==> config.mk <==
export PLATFORM = sky130hd
export DESIGN_NAME = bp_fe_tournament_chooser
export DESIGN_NICKNAME = d
export VERILOG_FILES = /design/src/rtl/bp_fe_chooser_pkg.sv /design/src/rtl/bp_fe_sat_ctr.sv /design/src/rtl/bp_fe_tournament_chooser.sv
export SDC_FILE = /design/constraint.sdc
export NUM_CORES = 2
export LEC_CHECK = 0
export BUFFER_PORTS_ARGS = -buffer_cell sky130_fd_sc_hd__buf_2
export CORE_UTILIZATION = 55
export DETAILED_ROUTE_END_ITERATION = 10
export PLACE_DENSITY = 0.67
export SKIP_CTS_REPAIR_TIMING = 1
export SLEW_MARGIN = 5
export SYNTH_ARGS = -nofsm -noshare
export SYNTH_HDL_FRONTEND = slang
export SYNTH_SLANG_ARGS = --single-unit
export TNS_END_PERCENT = 30
==> constraint.sdc <==
create_clock -name clk_i -period 20.6 [get_ports clk_i]
set_input_delay 4.12 -clock clk_i [delete_from_list [all_inputs] [get_ports clk_i]]
set_output_delay 4.12 -clock clk_i [all_outputs]
set_load 0.005 [all_outputs]
==> src/rtl/bp_fe_chooser_pkg.sv <==
`default_nettype none
// ============================================================================
// Module   : bp_fe_chooser_pkg
// Purpose  : Shared types and constants for the front-end tournament chooser.
//            Holds the choice-counter type and constants at the default
//            width, the lookup/training request structs and the helper that
//            turns a training outcome into a counter step direction.
// Ports    : none (package)
// Revision : 1.0 - initial release
// ============================================================================
package bp_fe_chooser_pkg;

  localparam int unsigned CTR_WIDTH_DEFAULT = 2;

  typedef logic [CTR_WIDTH_DEFAULT-1:0] chooser_ctr_t;

  // Counter MSB set = prefer global; reset lands on the weakest global value.
  localparam chooser_ctr_t CTR_WEAK_GLOBAL = chooser_ctr_t'(1 << (CTR_WIDTH_DEFAULT - 1));
  localparam chooser_ctr_t CTR_MAX         = '1;

  typedef enum logic [1:0] {
    CTR_HOLD = 2'd0,
    CTR_INC  = 2'd1,
    CTR_DEC  = 2'd2
  } ctr_dir_e;

  typedef struct packed {
    logic v;
    logic global_pred;
    logic local_pred;
  } pred_req_t;

  typedef struct packed {
    logic v;
    logic global_ok;
    logic local_ok;
  } upd_req_t;

  // Only a decisive outcome (exactly one predictor right) moves the counter.
  function automatic ctr_dir_e upd_dir_f(upd_req_t req);
    ctr_dir_e dir;
    dir = CTR_HOLD;
    if (req.v) begin
      if (req.global_ok && !req.local_ok) begin
        dir = CTR_INC;
      end else if (!req.global_ok && req.local_ok) begin
        dir = CTR_DEC;
      end
    end
    return dir;
  endfunction

endpackage : bp_fe_chooser_pkg
`default_nettype wire

==> src/rtl/bp_fe_sat_ctr.sv <==
`default_nettype none
// ============================================================================
// Module   : bp_fe_sat_ctr
// Purpose  : One saturating up/down choice counter with an async reset value.
//            Also exposes the value it will take at the next edge so the
//            parent can forward a same-cycle update to a lookup.
// Ports    : clk_i      - clock
//            reset_i    - async active-high reset, loads RESET_VAL_P
//            dir_i      - hold / increment / decrement this cycle
//            ctr_o      - current counter value
//            ctr_next_o - value after this cycle's step (saturated)
// Revision : 1.0 - initial release
// ============================================================================
module bp_fe_sat_ctr
  import bp_fe_chooser_pkg::*;
#(
  parameter int                 WIDTH_P     = CTR_WIDTH_DEFAULT,
  parameter logic [WIDTH_P-1:0] RESET_VAL_P = WIDTH_P'(1) << (WIDTH_P - 1)
) (
  input  logic               clk_i,
  input  logic               reset_i,
  input  ctr_dir_e           dir_i,
  output logic [WIDTH_P-1:0] ctr_o,
  output logic [WIDTH_P-1:0] ctr_next_o
);

  localparam logic [WIDTH_P-1:0] c_ctr_max = '1;

  logic [WIDTH_P-1:0] r_ctr;

  always_comb begin
    ctr_next_o = r_ctr;
    case (dir_i)
      CTR_INC: if (r_ctr != c_ctr_max) ctr_next_o = r_ctr + WIDTH_P'(1);
      CTR_DEC: if (r_ctr != '0)        ctr_next_o = r_ctr - WIDTH_P'(1);
      default: ctr_next_o = r_ctr;
    endcase
  end

  always_ff @(posedge clk_i or posedge reset_i) begin
    if (reset_i) begin
      r_ctr <= RESET_VAL_P;
    end else begin
      r_ctr <= ctr_next_o;
    end
  end

  assign ctr_o = r_ctr;

endmodule : bp_fe_sat_ctr
`default_nettype wire

==> src/rtl/bp_fe_tournament_chooser.sv <==
`default_nettype none
// ============================================================================
// Module   : bp_fe_tournament_chooser
// Purpose  : Tournament chooser between global and local branch predictors.
//            A table of saturating choice counters is read at lookup time;
//            the choice is delivered one cycle later. Counters are trained on
//            branch resolution, and lookups where the predictors disagreed
//            are counted in a saturating perf counter.
// Ports    : clk_i, reset_i          - clock, async active-high reset
//            pred_v_i / pred_idx_i   - lookup request and counter index
//            global_pred_i/local_pred_i - the two candidate predictions
//            flush_i                 - kills the lookup in flight
//            pred_v_o                - prediction valid (1 cycle latency)
//            pred_taken_o            - final taken prediction
//            pred_sel_global_o       - global chosen (or predictors agreed)
//            upd_v_i / upd_idx_i     - training request and counter index
//            upd_global_ok_i/upd_local_ok_i - which predictor was right
//            disagree_cnt_o          - saturating disagreement count
// Revision : 1.0 - initial release
// ============================================================================
module bp_fe_tournament_chooser
  import bp_fe_chooser_pkg::*;
#(
  parameter  int ENTRIES_P    = 256,
  parameter  int CTR_WIDTH_P  = 2,
  parameter  int STAT_WIDTH_P = 16,
  localparam int IDX_WIDTH_LP = $clog2(ENTRIES_P)
) (
  input  logic                    clk_i,
  input  logic                    reset_i,

  input  logic                    pred_v_i,
  input  logic [IDX_WIDTH_LP-1:0] pred_idx_i,
  input  logic                    global_pred_i,
  input  logic                    local_pred_i,
  input  logic                    flush_i,
  output logic                    pred_v_o,
  output logic                    pred_taken_o,
  output logic                    pred_sel_global_o,

  input  logic                    upd_v_i,
  input  logic [IDX_WIDTH_LP-1:0] upd_idx_i,
  input  logic                    upd_global_ok_i,
  input  logic                    upd_local_ok_i,

  output logic [STAT_WIDTH_P-1:0] disagree_cnt_o
);

  localparam logic [CTR_WIDTH_P-1:0]  c_ctr_reset = CTR_WIDTH_P'(1) << (CTR_WIDTH_P - 1);
  localparam logic [STAT_WIDTH_P-1:0] c_stat_max  = '1;

  // --------------------------------------------------------------------------
  // Counter table
  // --------------------------------------------------------------------------
  upd_req_t                w_upd_req;
  ctr_dir_e                w_upd_dir;
  ctr_dir_e                w_entry_dir [ENTRIES_P];
  logic [CTR_WIDTH_P-1:0]  w_ctr       [ENTRIES_P];
  logic [CTR_WIDTH_P-1:0]  w_ctr_next  [ENTRIES_P];

  assign w_upd_req = '{v: upd_v_i, global_ok: upd_global_ok_i, local_ok: upd_local_ok_i};
  assign w_upd_dir = upd_dir_f(w_upd_req);

  for (genvar i = 0; i < ENTRIES_P; i++) begin : g_ctr
    assign w_entry_dir[i] = (upd_idx_i == IDX_WIDTH_LP'(i)) ? w_upd_dir : CTR_HOLD;

    bp_fe_sat_ctr #(
      .WIDTH_P     (CTR_WIDTH_P),
      .RESET_VAL_P (c_ctr_reset)
    ) u_ctr (
      .clk_i      (clk_i),
      .reset_i    (reset_i),
      .dir_i      (w_entry_dir[i]),
      .ctr_o      (w_ctr[i]),
      .ctr_next_o (w_ctr_next[i])
    );
  end

  // --------------------------------------------------------------------------
  // Lookup read with write-through bypass: a same-index update in this cycle
  // is visible to the lookup, so take the counter's next value instead.
  // --------------------------------------------------------------------------
  logic                   w_bypass;
  logic [CTR_WIDTH_P-1:0] w_rd_ctr;
  logic                   w_rd_msb;
  pred_req_t              w_pred_req;

  assign w_bypass   = (w_upd_dir != CTR_HOLD) && (upd_idx_i == pred_idx_i);
  assign w_rd_ctr   = w_bypass ? w_ctr_next[pred_idx_i] : w_ctr[pred_idx_i];
  assign w_rd_msb   = w_rd_ctr[CTR_WIDTH_P-1];
  assign w_pred_req = '{v:           pred_v_i & ~flush_i,
                        global_pred: global_pred_i,
                        local_pred:  local_pred_i};

  // --------------------------------------------------------------------------
  // Lookup register stage
  // --------------------------------------------------------------------------
  pred_req_t r_pred_req;
  logic      r_msb;

  always_ff @(posedge clk_i or posedge reset_i) begin
    if (reset_i) begin
      r_pred_req <= '0;
      r_msb      <= 1'b0;
    end else begin
      r_pred_req <= w_pred_req;
      r_msb      <= w_rd_msb;
    end
  end

  // --------------------------------------------------------------------------
  // Output select. A flush in the output cycle still kills the result, so the
  // valid and the perf-counter increment are both gated combinationally.
  // --------------------------------------------------------------------------
  logic w_fire;
  logic w_agree;
  logic w_sel_global;
  logic w_taken;
  logic r_taken_hold;
  logic r_sel_hold;

  assign w_fire       = r_pred_req.v & ~flush_i;
  assign w_agree      = (r_pred_req.global_pred == r_pred_req.local_pred);
  assign w_sel_global = w_agree | r_msb;
  assign w_taken      = w_sel_global ? r_pred_req.global_pred : r_pred_req.local_pred;

  always_ff @(posedge clk_i or posedge reset_i) begin
    if (reset_i) begin
      r_taken_hold <= 1'b0;
      r_sel_hold   <= 1'b0;
    end else if (w_fire) begin
      r_taken_hold <= w_taken;
      r_sel_hold   <= w_sel_global;
    end
  end

  assign pred_v_o          = w_fire;
  assign pred_taken_o      = w_fire ? w_taken      : r_taken_hold;
  assign pred_sel_global_o = w_fire ? w_sel_global : r_sel_hold;

  // --------------------------------------------------------------------------
  // Disagreement perf counter; the visible value already includes the lookup
  // completing in this cycle.
  // --------------------------------------------------------------------------
  logic [STAT_WIDTH_P-1:0] r_disagree_cnt;
  logic [STAT_WIDTH_P-1:0] w_disagree_cnt_next;

  assign w_disagree_cnt_next = (w_fire && !w_agree && (r_disagree_cnt != c_stat_max))
                             ? r_disagree_cnt + STAT_WIDTH_P'(1)
                             : r_disagree_cnt;

  always_ff @(posedge clk_i or posedge reset_i) begin
    if (reset_i) begin
      r_disagree_cnt <= '0;
    end else begin
      r_disagree_cnt <= w_disagree_cnt_next;
    end
  end

  assign disagree_cnt_o = w_disagree_cnt_next;

endmodule : bp_fe_tournament_chooser
`default_nettype wire
* Word level (Yosys, flattened, before mapping)
Index checks and enable logic that the tools add are counted.
W data, S select, Z words.
** Word-level totals
- Flip-flop bits (word level) :: 534
- Word-level logic and storage cells :: 3112
** Cells by class
- $add $sub $neg :: 513
- Magnitude comparators :: 1
- Equal/unequal tests :: 1026
- Mux-type cells :: 1038
- Bitwise operators :: 5
- Reduce and logical (&&, ||, !) cells :: 266
** Operators by type and width (number)
- $mux W2 :: 776
- $eq A8 B8 Y1 const B :: 128
- $pmux W2 S2 :: 256
- $reduce_bool A2 Y1 :: 257
- $add A2 B1 Y2 const B :: 256
- $eq A2 B1 Y1 const B :: 256
- $eq A2 B2 Y1 const B :: 256
- $eq A8 B7 Y1 const B :: 64
- $ne A2 B2 Y1 const B :: 256
- $sub A2 B1 Y2 const B :: 256
- $eq A8 B6 Y1 const B :: 32
- $eq A8 B5 Y1 const B :: 16
- $eq A8 B4 Y1 const B :: 8
- $bmux W2 S8 :: 2
- $eq A8 B3 Y1 const B :: 4
- $add A16 B1 Y16 const B :: 1
- $eq A8 B2 Y1 const B :: 2
- $mux W16 :: 1
- $ne A16 B16 Y1 const B :: 1
- $ge A9 B9 Y1 const B :: 1
- $not A8 Y9 :: 1
- $eq A8 B1 Y1 const B :: 1
- $eq A8 B8 Y1 :: 1
- $logic_not A8 Y1 :: 1
- 7 further kinds :: 16

* Logic depth before layout (Yosys ltp)
- Depth in word-level cells :: 12
- Depth in mapped cells :: 18

* Cells and area by module
Synthesis repeated with hierarchy kept, for this count alone.
** Second synthesis, totals
- Cells, all modules :: 5278
- Area total of the unflattened synthesis :: 42221.7 um^2
** By module, submodules not included
- bp_fe_sat_ctr at g_ctr[0].u_ctr ... :: times used 248, cells each 16, area an instance 132.6 um^2, seq. area each 51.3 um^2
- bp_fe_tournament_chooser :: times used 1, cells each 1174, area an instance 8179.1 um^2, seq. area each 550.5 um^2
- bp_fe_sat_ctr at g_ctr[93].u_ctr ... :: times used 8, cells each 17, area an instance 143.9 um^2, seq. area each 51.3 um^2

* Worst setup path before layout
OpenSTA, ideal clock, no wires.
- Path kind :: input to output
- Start :: in flush_i
- End :: out disagree_cnt_o[11]
- Arrival time :: 5416 ps
- Setup slack :: 11064 ps
- Cell stages on the path :: 6
- Buffers on the path :: 0
- Cells stage by stage :: nand2b_1 a211oi_2 and3_1 nor2b_1 nand3_1 xnor2_1
** On the way
- Cells in the longest elaborated chain, start to end :: 5
** RTL lines
- start: declaration :: RTL line bp_fe_tournament_chooser.sv:36 : input logic flush_i,
- $not A1 Y1 :: RTL line bp_fe_tournament_chooser.sv:122 : assign w_fire = r_pred_req.v & ~flush_i;
- $and A1 B1 Y1 :: RTL line bp_fe_tournament_chooser.sv:122
- $logic_and A1 B1 Y1 (2 in series) :: RTL line bp_fe_tournament_chooser.sv:148 : assign w_disagree_cnt_next = (w_fire && !w_agree && (r_disagree_cnt != c_stat_max))
- $mux W16 :: RTL line bp_fe_tournament_chooser.sv:149 : ? r_disagree_cnt + STAT_WIDTH_P'(1)
- end: declaration :: RTL line bp_fe_tournament_chooser.sv:46 : output logic [STAT_WIDTH_P-1:0] disagree_cnt_o
Every way passes these cells.

* Worst setup path in the final report
- Start :: in flush_i
- End :: out disagree_cnt_o[13]
The elaborated chain is that of the path after synthesis.

==> summary.md <==
| Metric | Value |
|---|---|
| #FFs+latches synth | roughly 530 |
| Post-synthesis cell type count | 65 |
| Normalized max-slew margin | 0.2381 |
| Die Ht | between 200 and 300 um |
| ANT cells | 0 |
| VDD IR-drop max | 0.05102 mV |
| Final Hold Viols | 0 |
| Worst Path Arrival | around 6.0 ns |
| Startpoint Class | primary input |
| Async S/R FF share, synth | 1.000 |
| Critical-path cell list | buf_2 > nand2b_1 > a211oi_2 > and3_1 > nor2b_1 > nand3_1 > xnor2_1 > buf_2 |
| WP depth | 8 |
| Dominant combinational cell family by area after synthesis | compound AO/OA/AOI/OAI gates |
| Antenna violations before repair | 4 |
| IO Pins | 44 |
| Final-layout fill cell count | about 6700 |
| Yosys top cell by area | dfrtp_1 |
| Layout cell share with drive strength beyond 1 | 0.1151 |
| GR Util met2 | 0.5288 |
| RSZ-0062 raised after global routing | no |
| Ys flop type | dfrtp_1 |
| Rows | approximately 100 |
| Fin crit share | 0.4906 |
| Register area share after synthesis | 0.3251 |
| Synth Area in Compound Gates | 0.2072 |
| Multiplexer area fraction after synthesis | 0.05042 |
| GP Congestion | 0.9273 |
| CP max-delay cell | a211oi_2 |
| Initial Utilization | 0.5551 |
| Met3 Usage GRT | 0.06753 |
| WHS | about 0.47 ns |
| Clk sinks | 534 |
| Worst-path fanout max | 5 |
| Final setup viols | 0 |
| Die footprint | 77630 um^2 |
| Clock Path Buffers | 3 |
| I/O Buffers | 43 |
| Status | complete, no violations |
| Vias/cell | 5.991 |
| Crit-path max cell delay | roughly 0.4 ns |
| Top Usage Layer GRT | met2 |
| Setup Skew | roughly 0.011 ns |
| DIE WIDTH | between 200 and 300 um |
| Critical Path RT | 16.48 ns |
| Cts bufs inserted | 67 |
| Max-capacitance violation count | 0 |
| Synth top area cells | dfrtp_1 17%, dfstp_2 16%, ha_1 15% |
| Commonest non-fill, non-tap cell in the layout | inv_1 |
| Final non-filler cell total | ~6300 |
| Ys Warns | 0 |
| Final wirelength | around 130 mm |
| Post-synthesis xor/xnor area fraction | 0.004994 |
| Core ar. | roughly 76000 um^2 |
| HPWL Detailed | 87.19 mm |
| Reg2Reg Depth | 9 |
| CTS tree | built |
| # placed instances | slightly above 6000 |
| Initial DRC count | approximately 3500 |
| Post-Synth Adder-Cell Area | 0.1525 |
| Number of H-tree levels | 3 |
| First-pass DRT Iterations | 6 |
| Drt wl/cell | 20.99 um |
| DRC viols | 0 |
| Nets | approximately 5800 |
| Largest net degree at the start of global routing | between 150 and 200 |
| Mapped Nets | around 5700 |
| Met1 Track Usage GR | 0.4580 |
| Mean Syn Cell Area | about 8.1 um^2 |
| Clk_lat worst skew | roughly 0.6 ns |
| WP buf/inv | 2 |
| Top cell by count, worst path | buf_2 |
| Post-Synth Simple-Gate Area | 0.1757 |
| Layout area overhead | 8.919% |
| DRT antenna net count | 0 |
| Yosys top cell area share | 0.1653 |
| Post-synth EDFFs | 0 |
| Lkg Pwr | a little over 0.02 uW |
| Worst min path class | flip-flop to flip-flop |
| Synthesized cell area | 42090 um^2 |
| Post-Syn Instances | roughly 5200 |
| Worst Tran Pin Value | roughly 1.1 ns |
| Most frequent cells in the layout | 783 x inv_1, 737 x nand2_1, 661 x o21ai_0 |
| Via Count | approximately 38000 |
| Crit path kind | primary input to output port |
| Pwr dens | about 53 nW/um^2 |
| Fin util | 0.6046 |
| Cell family with most CP delay | simple AND/OR/NAND/NOR gates |
| First-pass GRT wire length | around 200 mm |
| Tmin final | between 10 and 15 ns |
| WHS Path Cells | 2 |
| Worst setup EP type | output port |
| Congestion Overflow GR | 0 |
| Clk root buf | clkbuf_16 |
| Setup_tns | 0 ns |
| Slew Viols, Final | 0 |
| Vias in the first global route | between 30000 and 40000 |
| Gr usage total | 0.3389 |
| Clk slew on worst S/H paths | approximately 0.050 ns |
| Fmax | between 90 and 100 MHz |
cells by family after synthesis:
| family | after synthesis |
|---|---|
| DFF | 534 |
| muxes | 100 |
| xor gates and xnor gates | 24 |
| buffers and inverters | 921 |
| adders and majority gates | 513 |
| AOI/OAI and AO/OA | 1435 |
| and+or+nand+nor | 1652 |
final cells by class:
cell class	instances	area, um^2	share of cell area
Clock inverter	11	108.9	0.002375
Clock buffer	109	2059	0.04493
Tap cell	978	1224	0.02669
Inverter	787	2962	0.06460
Sequential cell	534	13680	0.2985
Multi-Input combinational cell	3724	24960	0.5444
Timing Repair Buffer	124	848.3	0.01851
per-layer routing:
layer | vias up | wire [um] | part of all wire
met5 | - | 14 | 0.00011
met4 | 4 | 6002 | 0.046
met3 | 326 | 13170 | 0.10
met2 | 1435 | 56920 | 0.43
met1 | 18070 | 55470 | 0.42
li1 | 17710 | - | -
final timing paths:
kind | startpoint | endpoint | slack, ns
max | flush_i | disagree_cnt_o[13] | 10.49
min | r_sel_hold | r_sel_hold | 0.47
max in group asynchronous | reset_i | async pin | 14.73
min reg2reg | r_sel_hold | r_sel_hold | 0.47
min in group asynchronous | reset_i | async pin | 3.58
max reg2reg | g_ctr[140].u_ctr.ctr_o[1] | r_msb | 17.67
synth_stat cells (4+ instances only):
library cell,instances
dfstp_2,256
o22ai_1,44
a22oi_1,84
o2bb2ai_1,6
nand2_1,744
ha_1,513
a221oi_1,14
nor4_1,7
a311oi_1,6
mux2i_1,5
and2_1,119
nor2b_1,150
a211oi_1,6
a21boi_0,20
mux4_2,89
a221o_1,75
buf_2,21
nand4_1,12
a21oi_1,240
and4_1,4
a21o_1,117
buf_6,5
buf_4,5
o211ai_1,6
and3_1,5
xnor2_1,18
clkbuf_1,100
inv_1,784
nor3_1,22
nor2_1,400
o31ai_1,111
nand3_1,57
o21ai_0,661
nand2b_1,52
xor2_1,6
mux2_2,6
a31oi_1,14
dfrtp_1,278
or3_1,70
report_power, final:
part | internal (uW) | switching [uW] | total (uW)
clock | 707 | 487 | 1190
sequential | 1070 | 8.15 | 1070
combinational | 41.4 | 124 | 165
total | 1810 | 619 | 2430
metrics by stage:
step | worst slack (ns) | cell area, um^2 | total power (uW)
6_report | 10.49 | 45840 | 2433
5_1_grt | 10.32 | 45840 | 2497
3_5_place_dp | 10.50 | 43670 | 1252
4_1_cts | 10.49 | 45840 | 2448
2_1_floorplan | 1.980 | 42090 | 1177
3_3_place_gp | 10.57 | 43670 | 1251
worst min-delay path, cell delays in order, from the launching register on:
cell and delay (ns):
dfrtp_1 0.32, nand2_1 0.04, nand2_1 0.07
Power figures use the tool's default switching activity.
